## src/rtl/universal_register.sv

```systemverilog
// universal_register: width-generic datapath register with a mode-selected
// operation on every enabled clock (hold, load, shift, rotate, inc, dec).
// q and carry are registered; zero is a direct decode of q.
module universal_register #(
    parameter int          WIDTH     = 8,
    parameter logic [31:0] RESET_VAL = 32'd0
) (
    input  logic             clk,
    input  logic             rst,
    input  logic             en,
    input  logic [2:0]       mode,
    input  logic [WIDTH-1:0] d,
    input  logic             sin,
    output logic [WIDTH-1:0] q,
    output logic             carry,
    output logic             zero
);

    // Operation encodings on the mode input.
    localparam logic [2:0] MODE_HOLD = 3'b000;
    localparam logic [2:0] MODE_LOAD = 3'b001;
    localparam logic [2:0] MODE_SHL  = 3'b010;
    localparam logic [2:0] MODE_SHR  = 3'b011;
    localparam logic [2:0] MODE_ROL  = 3'b100;
    localparam logic [2:0] MODE_ROR  = 3'b101;
    localparam logic [2:0] MODE_INC  = 3'b110;
    localparam logic [2:0] MODE_DEC  = 3'b111;

    // Reset value truncated to the register width.
    localparam logic [WIDTH-1:0] RESET_Q = RESET_VAL[WIDTH-1:0];

    // One in the low bit of the WIDTH+1 arithmetic intermediate.
    localparam logic [WIDTH:0] ONE_EXT = {{WIDTH{1'b0}}, 1'b1};

    logic [WIDTH-1:0] q_r;
    logic             carry_r;
    logic [WIDTH-1:0] q_next_s;
    logic             carry_next_s;
    logic [WIDTH:0]   sum_s;
    logic [WIDTH:0]   diff_s;

    // Shift helpers: the bit entering the vacated end is supplied by the caller,
    // so the same helpers serve both serial shifts and rotates.
    function automatic logic [WIDTH-1:0] shift_left(input logic [WIDTH-1:0] v,
                                                     input logic            fill);
        shift_left = {v[WIDTH-2:0], fill};
    endfunction

    function automatic logic [WIDTH-1:0] shift_right(input logic [WIDTH-1:0] v,
                                                      input logic            fill);
        shift_right = {fill, v[WIDTH-1:1]};
    endfunction

    // Increment and decrement in a WIDTH+1 intermediate; the top bit is carry/borrow.
    always_comb begin
        sum_s  = {1'b0, q_r} + ONE_EXT;
        diff_s = {1'b0, q_r} - ONE_EXT;
    end

    // Next-state selection: hold by default, otherwise apply the selected operation.
    always_comb begin
        q_next_s     = q_r;
        carry_next_s = carry_r;
        if (en) begin
            case (mode)
                MODE_HOLD: begin
                    q_next_s     = q_r;
                    carry_next_s = carry_r;
                end
                MODE_LOAD: begin
                    q_next_s     = d;
                    carry_next_s = 1'b0;
                end
                MODE_SHL: begin
                    q_next_s     = shift_left(q_r, sin);
                    carry_next_s = q_r[WIDTH-1];
                end
                MODE_SHR: begin
                    q_next_s     = shift_right(q_r, sin);
                    carry_next_s = q_r[0];
                end
                MODE_ROL: begin
                    q_next_s     = shift_left(q_r, q_r[WIDTH-1]);
                    carry_next_s = q_r[WIDTH-1];
                end
                MODE_ROR: begin
                    q_next_s     = shift_right(q_r, q_r[0]);
                    carry_next_s = q_r[0];
                end
                MODE_INC: begin
                    q_next_s     = sum_s[WIDTH-1:0];
                    carry_next_s = sum_s[WIDTH];
                end
                MODE_DEC: begin
                    q_next_s     = diff_s[WIDTH-1:0];
                    carry_next_s = diff_s[WIDTH];
                end
                default: begin
                    q_next_s     = q_r;
                    carry_next_s = carry_r;
                end
            endcase
        end else begin
            q_next_s     = q_r;
            carry_next_s = carry_r;
        end
    end

    // State register; synchronous reset wins over enable and mode.
    always_ff @(posedge clk) begin
        if (rst) begin
            q_r     <= RESET_Q;
            carry_r <= 1'b0;
        end else begin
            q_r     <= q_next_s;
            carry_r <= carry_next_s;
        end
    end

    assign q     = q_r;
    assign carry = carry_r;
    assign zero  = (q_r == {WIDTH{1'b0}});

endmodule

```

## config.mk

```make
export PLATFORM = sky130hd
export DESIGN_NAME = universal_register
export DESIGN_NICKNAME = d
export VERILOG_FILES = /design/src/rtl/universal_register.sv
export SDC_FILE = /design/constraint.sdc
export NUM_CORES = 1
export LEC_CHECK = 0
export ABC_AREA = 1
export CAP_MARGIN = 25
export CORE_MARGIN = 3
export CORE_UTILIZATION = 45
export CTS_CLUSTER_SIZE = 24
export DETAILED_ROUTE_END_ITERATION = 10
export GPL_ROUTABILITY_DRIVEN = 0
export PLACE_DENSITY_LB_ADDON = 0.12
export SLEW_MARGIN = 20
export SYNTH_ARGS = -nofsm -noshare
export SYNTH_HDL_FRONTEND = slang
export SYNTH_SLANG_ARGS = --single-unit
```

## constraint.sdc

```tcl
create_clock -name clk -period 1.3 [get_ports clk]
set_input_delay 0.325 -clock clk [delete_from_list [all_inputs] [get_ports clk]]
set_output_delay 0.325 -clock clk [all_outputs]
set_load 0.05 [all_outputs]
```

==> results of run 1 <==
==> logic make-up (layout without fill, tap and decap cells) <==
group	after synthesis	in the layout	synth area share [%]
adders and majority gates	2	2	2.29
and+or+nand+nor	122	123	53.8
AOI/OAI and AO/OA	31	31	14.9
DFF	9	9	16.5
buffers and inverters	29	102	12.6
==> cells in the final DEF (no fill, tap or decap), drive strengths merged <==
cell type      instances
o211ai                 1
nand4                  8
clkbuf                 8
o22ai                  1
buf                   61
inv                   22
clkdlybuf4s50         10
dlygate4sd2            1
nand3                 28
or2                    3
a21oi                 10
nor4                   1
nand3b                 2
ha                     2
nor3                   1
nor2                  25
dfxtp                  9
nand2                 55
o21ai                 19
==> registers in the layout (all words and copies together) (netlist names) <==
register	count
q	8
carry	1
==> layout make-up <==
| type | count | area, sq um |
|---|---|---|
| timing repair buffer | 76 | 806 |
| sequential | 9 | 208 |
| fill | 59 | 91.3 |
| clock buffer | 4 | 26.3 |
| multi-input combinational | 156 | 998 |
| tap | 28 | 35.0 |
| inverter | 22 | 90.1 |
==> where the power goes <==
part           leakage [uW]  switching (uW)  internal, uW  total, uW
Combinational      0.000877             645           507       1150
Clock             0.0000150             136           119        255
Sequential        0.0000791            36.8           299        336
==> worst max-delay path: stages, from the launching register on <==
cell and delay, ns:
dfxtp_4 0.36, nor2_4 0.11, nand2_2 0.09, nor4_4 0.37, buf_12 0.18
==> what timing repair did <==
item,CTS,global route
pin swaps,19,23
gates resized for setup,46,41
setup buffers,8,19
endpoints found under the setup margin,10,14
cloned,2,0
==> routing by layer <==
layer | share of wire (%) | wire length [um] | track usage, %
met1 | 30 | 2170 | 37.4
met2 | 44 | 3170 | 55.2
met3 | 13 | 943 | 7.01
met4 | 13 | 912 | 26.7
met5 | 0 | 0 | 0
==> per-stage QoR <==
step                total power, uW  util [%]  cells
detailed placement             1120      75.6    266
global route                   1770      95.9    295
finish                         1740      95.9    295
floorplan                       765         -    193
CTS                            1460      86.6    280
global placement               1100      75.6    266
==> path summary, 6_finish.rpt <==
path / start / to / slack (ns) / cells past startpoint
hold reg to reg: carry$_SDFFE_PP0P_ / carry$_SDFFE_PP0P_ / 0.58 / 2
setup reg to reg: q[2]$_SDFFE_PP0P_ / q[7]$_SDFFE_PP0P_ / -0.37 / 10
hold / removal: en / carry$_SDFFE_PP0P_ / 0.56 / 3
setup / recovery: q[4]$_SDFFE_PP0P_ / zero / -0.44 / 4
==> impl_metrics.tcl, run 1 <==
set metrics [dict create \
    status "finished with violations" \
    failed_checks "setup timing" \
    hold_violations 0 \
    first_pass_iters 6 \
    cts_buffer_depth 2 \
    syn_nets 210 \
    dp_slack_ns -0.542 \
    crit_required_ns 0.98 \
    io_pins 25 \
    cts_hold_buf 0 \
    finClkSkew_ns 0.00903 \
    synthTopCellsByArea "dfxtp_1 (16%), nand2_1 (16%), nand3_1 (12%)" \
    power_density_nw_per_um2 806 \
    worst_slew_pin_slew_ns 0.405 \
    yosysSeqAreaShare_pct 16.5 \
    drc 0 \
    start_util_pct 48.6 \
    cts.htree.levels 1 \
    num-nets-final 285 \
    via_per_inst 6.92 \
    setup_viol 16 \
    wire_per_inst_um 24.4 \
    fmaxAchievable_ghz 0.575 \
    netlist.area_leader.share_pct 16.5 \
    grt_max_degree 12 \
    crit_type "reg -> out" \
    cts_made_buffers 3 \
    fin_crit_sh_pct 134 \
    synth_area_sq_um 1090 \
    synthDistinctLibCells 27 \
    ys.warnings.count 0 \
    hold_path_class "in -> reg" \
    drt-initial-drc-count 249 \
    max_slew_margin_pct 72.7 \
    ys_top_cells_by_count "nand2_1 (47), nand3_1 (26), nor2_1 (21)" \
    synth_top_area_cell "dfxtp_1" \
    yosys_most_used_dff "dfxtp_1" \
    ir_drop_uv 820 \
    grt_pass1_wl_um 8240 \
    areaGrowthSynthToFinish_pct 97.6 \
    drt_wl_total_um 7200 \
    rsz0062_at_grt "true" \
    drive_gt1_share_pct 53.2 \
    period_needed_ns 1.74 \
    synth-seq-cells 9 \
    fin_ws_ns -0.439 \
    avgSynthCellArea_sq_um 5.67 \
    dp.final_hpwl_um 3120 \
    track_usage_pct 33.7 \
    grt-ovfl-total 0 \
    synth_cells 193 \
    dieArea_sq_um 3060 \
    design_area_sq_um 2160 \
    die_h_um 55.3 \
    power_leakage_uw 0.000971 \
    cp.arrival_ns 1.41 \
    n_antenna_cell 0 \
    die_w_um 55.3 \
    synthArstFlopShare_pct 0 \
    clk_pin_slew_worst_paths_ns 0.08 \
    cts_root_buffer "clkbuf_4" \
    vias 2040 \
    end_kind "output port" \
    cts_tree "built" \
    cp_max_fo 2 \
    finalSetupTns_ns -2.41 \
    clk_latency_ns 0.29 \
    drv_cap 0 \
    rows 17 \
    port_buffers 24 \
    antenna_found_initial 0 \
    synth.most_common_cell "nand2_1" \
    synth-edff-count 0 \
    clock-sinks 9 \
    hold_ws_ns 0.556 \
    core_sq_um 2250 \
    placed_area_sq_um 1710 \
    critical_path.startpoint_type "flop" \
    antenna_left 0 \
    grt_pass1_vias 1735 \
    slew_viol_final 0 \
]
(Power assumes the default switching activity.)
==> inputs of run 2 (changes only) <==
- HOLD_SLACK_MARGIN: unset -> 0.05
- TNS_END_PERCENT: unset -> 50
==> run 2 against run 1 <==
  * The run still ends with setup timing left
  * Sequential power rose by 3%
  * Via count fell by 19%
  * Core utilization fell by 9.8 points
  * Register-to-register slack improved by 0.24 ns
  * Largest power group unchanged
  * Critical endpoint unchanged
  * Worst hold slack got worse by 0.049 ns
  * Cell count fell by 5.1%
==> impl_metrics.tcl, run 2 (synthesis results as in run 1) <==
set metrics [dict create \
    drt-initial-drc-count 94 \
    core_sq_um 2250 \
    fill_cells 138 \
    clk_latency_ns 0.26 \
    finalPower_uw 1490 \
    setup_viol 9 \
    crit_path_start "q[4]$_SDFFE_PP0P_" \
    rows 17 \
    grt_max_degree 12 \
    hold_violations 0 \
    drv_cap 0 \
    cts.htree.levels 1 \
    port_buffers 24 \
    via_per_inst 5.90 \
    track_usage_pct 29.2 \
    fmaxAchievable_ghz 0.605 \
    drt_wl_total_um 4560 \
    areaGrowthSynthToFinish_pct 77.4 \
    drive_gt1_share_pct 45.2 \
    critical_path.startpoint_type "flop" \
    slew_viol_final 0 \
    failed_checks "setup timing" \
    die_h_um 55.3 \
    fin_ws_ns -0.352 \
    reg2reg_to "q[4]$_SDFFE_PP0P_" \
    cp.arrival_ns 1.33 \
    hold_ws_ns 0.508 \
    grt_pass1_vias 1608 \
    dieArea_sq_um 3060 \
    drc 0 \
    r2r_start "q[4]$_SDFFE_PP0P_" \
    cts_tree "built" \
    crit_path_max_incr_delay_ns 0.35 \
    hold_path_class "reg -> reg" \
    worst_slew_pin_slew_ns 0.309 \
    crit_required_ns 0.98 \
    vias 1652 \
    cp_max_fo 2 \
    first_pass_iters 4 \
    io_pins 25 \
    cts_made_buffers 3 \
    final_cell_mix "nand2_1 (40), buf_4 (29), nand3_1 (24), nor2_1 (13), buf_12 (12)" \
    rsz0062_at_grt "true" \
    antenna_left 0 \
    clock-sinks 9 \
    status "finished with violations" \
    ff2ff_setup_slack_ns -0.13 \
    cts_hold_buf 0 \
    n_antenna_cell 0 \
    die_w_um 55.3 \
    dp.final_hpwl_um 3120 \
    num-nets-final 270 \
    start_util_pct 48.6 \
    cts_root_buffer "clkbuf_4" \
    clk_pin_slew_worst_paths_ns 0.06 \
    power_density_nw_per_um2 766 \
    fin_crit_sh_pct 127 \
    grt-ovfl-total 0 \
    grt_pass1_wl_um 7170 \
    antenna_found_initial 0 \
    cp_slowest_cell "dfxtp_4" \
    wire_per_inst_um 16.3 \
    power_leakage_uw 0.000849 \
    largest_reg_flops 8 \
    layout_commonest_cell "nand2_1" \
    period_needed_ns 1.65 \
    ir_drop_uv 877 \
    r2r_cells 10 \
    crit_chain "nor2_4 -> nand2_2 -> nor4_4 -> buf_12" \
    endpoint "zero" \
    max_slew_margin_pct 79.2 \
    cts_buffer_depth 2 \
    crit_type "reg -> out" \
    end_kind "output port" \
    finClkSkew_ns 0.00743 \
]
==> run 2: changes by cell type in the layout (fill, tap and decap cells not counted), moves of 2 or more <==
cell and change:
buf_4 -4, nand2_2 -2, nand3_1 +7, nand3_2 -7
clkbuf_2 -2, nand2_1 +3, buf_6 -9
==> run 2: how the worst min path moves through the flow <==
stage,from,end,slack [ns],cells after the start
after global placement,carry$_SDFFE_PP0P_,carry$_SDFFE_PP0P_,0.49,2
after detailed placement,carry$_SDFFE_PP0P_,carry$_SDFFE_PP0P_,0.49,2
after floorplan,rst,q[6]$_SDFFE_PP0P_,0.38,1
after CTS,carry$_SDFFE_PP0P_,carry$_SDFFE_PP0P_,0.51,2
after global routing,carry$_SDFFE_PP0P_,carry$_SDFFE_PP0P_,0.53,2
final,carry$_SDFFE_PP0P_,carry$_SDFFE_PP0P_,0.51,2
==> run 2: timing repair <==
item	CTS	global route
buffers inserted	6	2
endpoints found under the setup margin	10	12
gates resized for setup	29	29
gates cloned	2	0
pin swaps	6	9
==> run 2: through the flow <==
step,TNS (ns),instance area (sq um),util (%),cells,setup slack [ns]
global route,-1.64,1940,86.1,280,-0.427
finish,-0.971,1940,86.1,280,-0.352
floorplan,-0.392,1150,-,193,-0.377
CTS,-0.586,1870,82.9,278,-0.347
global placement,-4.00,1710,75.6,266,-0.458
detailed placement,-4.55,1710,75.6,266,-0.542
==> run 2: worst max-delay path, delay by kind of cell, from the launching register on <==
family | cells | cell delay (ns)
AND/OR/NAND/NOR | 3 | 0.54
flip-flops | 1 | 0.35
buffers and inverters | 1 | 0.18
==> run 2: report_power, final <==
part           internal, uW  switching (uW)
clock                   118            99.3
combinational           424             500
sequential              299            45.8
total                   842             646
==> run 2: routing by layer <==
layer | wire, um | up-vias | track usage [%]
li1 | - | 763 | -
met3 | 408 | 32 | 5.84
met4 | 246 | 0 | 17.0
met1 | 1600 | 733 | 32.5
met2 | 2310 | 124 | 50.7
met5 | 0 | - | 0
==> run 2: area by class of cell <==
cell class	count	area, sq um	area share, %
Multi-Input combinational cell	156	930	47.9
Tap cell	28	35.0	1.80
Timing Repair Buffer	61	653	33.6
Inverter	22	90.1	4.64
Clock buffer	4	26.3	1.35
Sequential cell	9	208	10.7
==> inputs of run 3 (changes only) <==
- REMOVE_ABC_BUFFERS: unset -> 1
==> run 3 against run 2 <==
  * The run still ends with setup timing left
  * Register-to-register slack worse by 0.04 ns
  * Critical endpoint unchanged
  * Clock power grew 2%
  * Highest routed layer unchanged
  * Die area stayed put
  * Via count down 1.5%
  * Worst hold slack barely moved
  * Cell count decreased by 1.8%
==> impl_metrics.tcl, run 3 (synthesis results as in run 1) <==
set metrics [dict create \
    fin_ws_ns -0.318 \
    finClkSkew_ns 0.0104 \
    areaGrowthSynthToFinish_pct 71.4 \
    wire_per_inst_um 15.9 \
    status "finished with violations" \
    layout_commonest_cell "nand2_1" \
    cts_tree "built" \
    cp_max_fo 3 \
    max_slew_margin_pct 81.8 \
    core_sq_um 2250 \
    path_delay_family "simple AND/OR/NAND/NOR gates" \
    seq_area_sq_um 195 \
    n_antenna_cell 0 \
    ir_drop_uv 998 \
    clk_latency_ns 0.27 \
    cts_made_buffers 3 \
    die_w_um 55.3 \
    rsz0062_at_grt "true" \
    ff2ff_setup_slack_ns -0.17 \
    crit_type "reg -> out" \
    cp.arrival_ns 1.29 \
    drc 0 \
    end_kind "output port" \
    cts.htree.levels 1 \
    dieArea_sq_um 3060 \
    drt_wl_total_um 4380 \
    drt-initial-drc-count 127 \
    via_per_inst 5.92 \
    largest_reg_flops 8 \
    slew_viol_final 0 \
    instances_no_fill 275 \
    hold_path_class "reg -> reg" \
    track_usage_pct 27.2 \
    start_util_pct 48.6 \
    power_leakage_uw 0.000844 \
    antenna_found_initial 0 \
    fmaxAchievable_ghz 0.618 \
    worst_slew_pin_slew_ns 0.270 \
    clock-sinks 9 \
    dp.final_hpwl_um 2900 \
    cts_buffer_depth 2 \
    io_pins 25 \
    dp_slack_ns -0.472 \
    rows 17 \
    first_pass_iters 5 \
    period_needed_ns 1.62 \
    final_cell_mix "nand2_1 (42), buf_4 (22), nor2_1 (19), nand3_1 (18), inv_1 (12)" \
    hold_violations 0 \
    crit_chain "nor2_4 -> nand2_4 -> nor4_4 -> buf_4 -> buf_12" \
    port_buffers 24 \
    fill_cells 144 \
    setup_viol 10 \
    cp_num_buf_inv 2 \
    fin_crit_sh_pct 124 \
    multi_input_area_sq_um 920 \
    grt-ovfl-total 0 \
    crit_required_ns 0.98 \
    power_density_nw_per_um2 764 \
    cp_slowest_cell "dfxtp_2" \
    drive_gt1_share_pct 40.5 \
    grt_pass1_vias 1533 \
    antenna_left 0 \
    vias 1628 \
    crit_path_max_incr_delay_ns 0.33 \
    grt_max_degree 13 \
    cts_hold_buf 0 \
    drv_cap 0 \
    num-nets-final 265 \
    die_h_um 55.3 \
    cts_root_buffer "clkbuf_4" \
    failed_checks "setup timing" \
    grt_pass1_wl_um 6890 \
    critical_path.startpoint_type "flop" \
    clk_pin_slew_worst_paths_ns 0.07 \
    post-route-util_pct 83.2 \
    dp.cells 263 \
]
==> run 3: cell types whose count changed in the layout (fill, tap and decap cells not counted), sizes merged <==
cell,delta
buf,-4
clkbuf,-1
clkdlybuf4s15,+1
nand2,-1
==> run 3: cell type report <==
| type | instances | share of cell area [%] |
|---|---|---|
| multi-input cells | 155 | 49.0 |
| flip-flops and latches | 9 | 10.4 |
| well taps | 28 | 1.87 |
| clock buffers | 4 | 1.40 |
| repair buffers | 57 | 32.8 |
| inverters | 22 | 4.53 |
==> run 3: through the flow <==
stage | total power [uW] | hold slack (ns) | TNS (ns) | cell area (sq um)
final | 1430 | 0.508 | -1.24 | 1880
after global routing | 1510 | 0.539 | -1.82 | 1880
after detailed placement | 1060 | 0.504 | -4.38 | 1600
after floorplan | 700 | 0.387 | -4.58 | 1040
after CTS | 1360 | 0.515 | -1.04 | 1790
after global placement | 1050 | 0.498 | -4.01 | 1600
==> run 3: where the power goes <==
part	leakage, uW	internal, uW	switching (uW)	total [uW]
Clock	0.0000150	118	103	222
Combinational	0.000751	392	480	871
Sequential	0.0000775	302	38.7	341
==> run 3: worst paths after layout <==
kind,startpoint,end,cells past startpoint
worst max-delay path,q[3]$_SDFFE_PP0P_,zero,5
worst min-delay path,carry$_SDFFE_PP0P_,carry$_SDFFE_PP0P_,2
worst max register to register,q[1]$_SDFFE_PP0P_,q[5]$_SDFFE_PP0P_,10
worst min register to register,carry$_SDFFE_PP0P_,carry$_SDFFE_PP0P_,2
==> run 3: routing by layer <==
layer / track usage, % / part of all wire [%] / vias to the layer above
met2: 48.0 / 48 / 111
met1: 32.3 / 38 / 738
met4: 8.68 / 5.6 / 0
met3: 5.84 / 8.4 / 31
li1: - / - / 748
met5: 0 / 0 / -
==> run 3: repair_timing <==
action,in CTS,in global routing
gates cloned,1,0
setup endpoints to repair,13,17
resized for setup,44,21
pin swaps,11,8
buffers inserted,4,3
==> run 3: worst reg2reg max path: cells and delay by family (launching register included) <==
| kind | cells | cell delay (ns) |
|---|---|---|
| buf+inv | 3 | 0.38 |
| simple gates | 6 | 0.56 |
| compound gates | 1 | 0.12 |
| flops | 1 | 0.33 |
==> edit, RTL diff (config.mk and constraints of run 1) <==
The parameter `WIDTH` goes from 8 to 16.
--- a/src/rtl/universal_register.sv
+++ b/src/rtl/universal_register.sv
@@ -4,3 +4,3 @@
 module universal_register #(
-    parameter int          WIDTH     = 8,
+    parameter int          WIDTH     = 16,
     parameter logic [31:0] RESET_VAL = 32'd0
Ports: changed (resized d and q); port bits go from 25 to 41. The function was not compared with the original's and may differ.
==> edit against run 1 <==
The run ends with design-rule violations, negative setup slack left; total power increased by 70%; worst setup slack worse by 150 ps; sequential cell count up 8; wire length up 110%; area after synthesis increased by 100%; design area grew 100%; synthesized cell count rose by 110%; first-iteration DRC count rose to 3.9 times the old value; global-route usage up 0.81 points; critical endpoint is now q[8]; largest cell class unchanged.
==> edit: results (changes against run 1) <==
status:
  status: "complete, but fails checks"  # unchanged
  violations: "design-rule violations, negative setup slack"  # was negative setup slack
power_and_ir_drop:
  ir_worst_vdd_uv: 632  # was 820 uV
  leakage_nw: 1.89  # was 0.971 nW
  p_int_mw: 1.53  # was 925 uW
  p_clk_uw: 468  # was 255 uW
layout:
  fill_cells: 87  # was 59
  largest_reg_flops: 16  # was 8
synth:
  synth.net_count: 423  # was 210
  ys_top_cells_by_count: "nand2_1 (126), nand3_1 (59), nor2_1 (50)"  # was nand2_1 (47), nand3_1 (26), nor2_1 (21)
route:
  drc: 33  # was 0
  wl_per_cell_um: 26.2  # was 24.4 um
  wl_um: 15400  # was 7200 um
  wl_met1_um: 5050  # was 2170 um
sta:
  tns_ps: -6670  # was -2410 ps
  fin_ws_ps: -594  # was -439 ps
  setup_viol: 30  # was 16
critical_path:
  crit_path_top_delay_cell: "dfxtp_4"  # was nor4_4
  rr_worst_depth: 9  # was 10
  critPathMaxStageDelay_ps: 390  # was 370 ps
grt:
  grt_max_degree: 18  # was 12
  use_met1_pct: 43.1  # was 37.4%
  grt.met3_usage_pct: 6.28  # was 7.01%
cts:
  worstSkewPairLatency_ps: 270  # was 290 ps
min_path:
  holdPathStages: 2  # was 3
place:
  place_inst: 544  # was 266
-- edit: changes by cell type in the layout (fill, tap and decap cells not counted), moves of 8 or more --
cell                    run 1  this run
buf_4                      33        72
nor2_1                     13        28
a21oi_2                     4        16
nand2_4                     4        12
buf_12                     13        21
clkdlybuf4s50_1            10        19
nand2_2                    13        22
nand3_1                    17        29
nand2_1                    37        96
buf_6                      15        31
nand3_2                    11        28
dfxtp_4                     7        15
nor2_4                      7        21
-- edit: timing repair --
action,CTS,global route
pin swaps,33,60
setup endpoints to repair,25,29
gates resized for setup,66,80
setup buffers,21,26
-- edit: final cells by class --
class | instances | area [sq um] | area share (%)
inverter | 29 | 133 | 3.02
sequential | 17 | 398 | 9.07
multi-input combinational | 327 | 2180 | 49.6
tap | 65 | 81.3 | 1.85
clock inverter | 1 | 5.00 | 0.114
clock buffer | 3 | 41.3 | 0.941
timing repair buffer | 148 | 1550 | 35.4
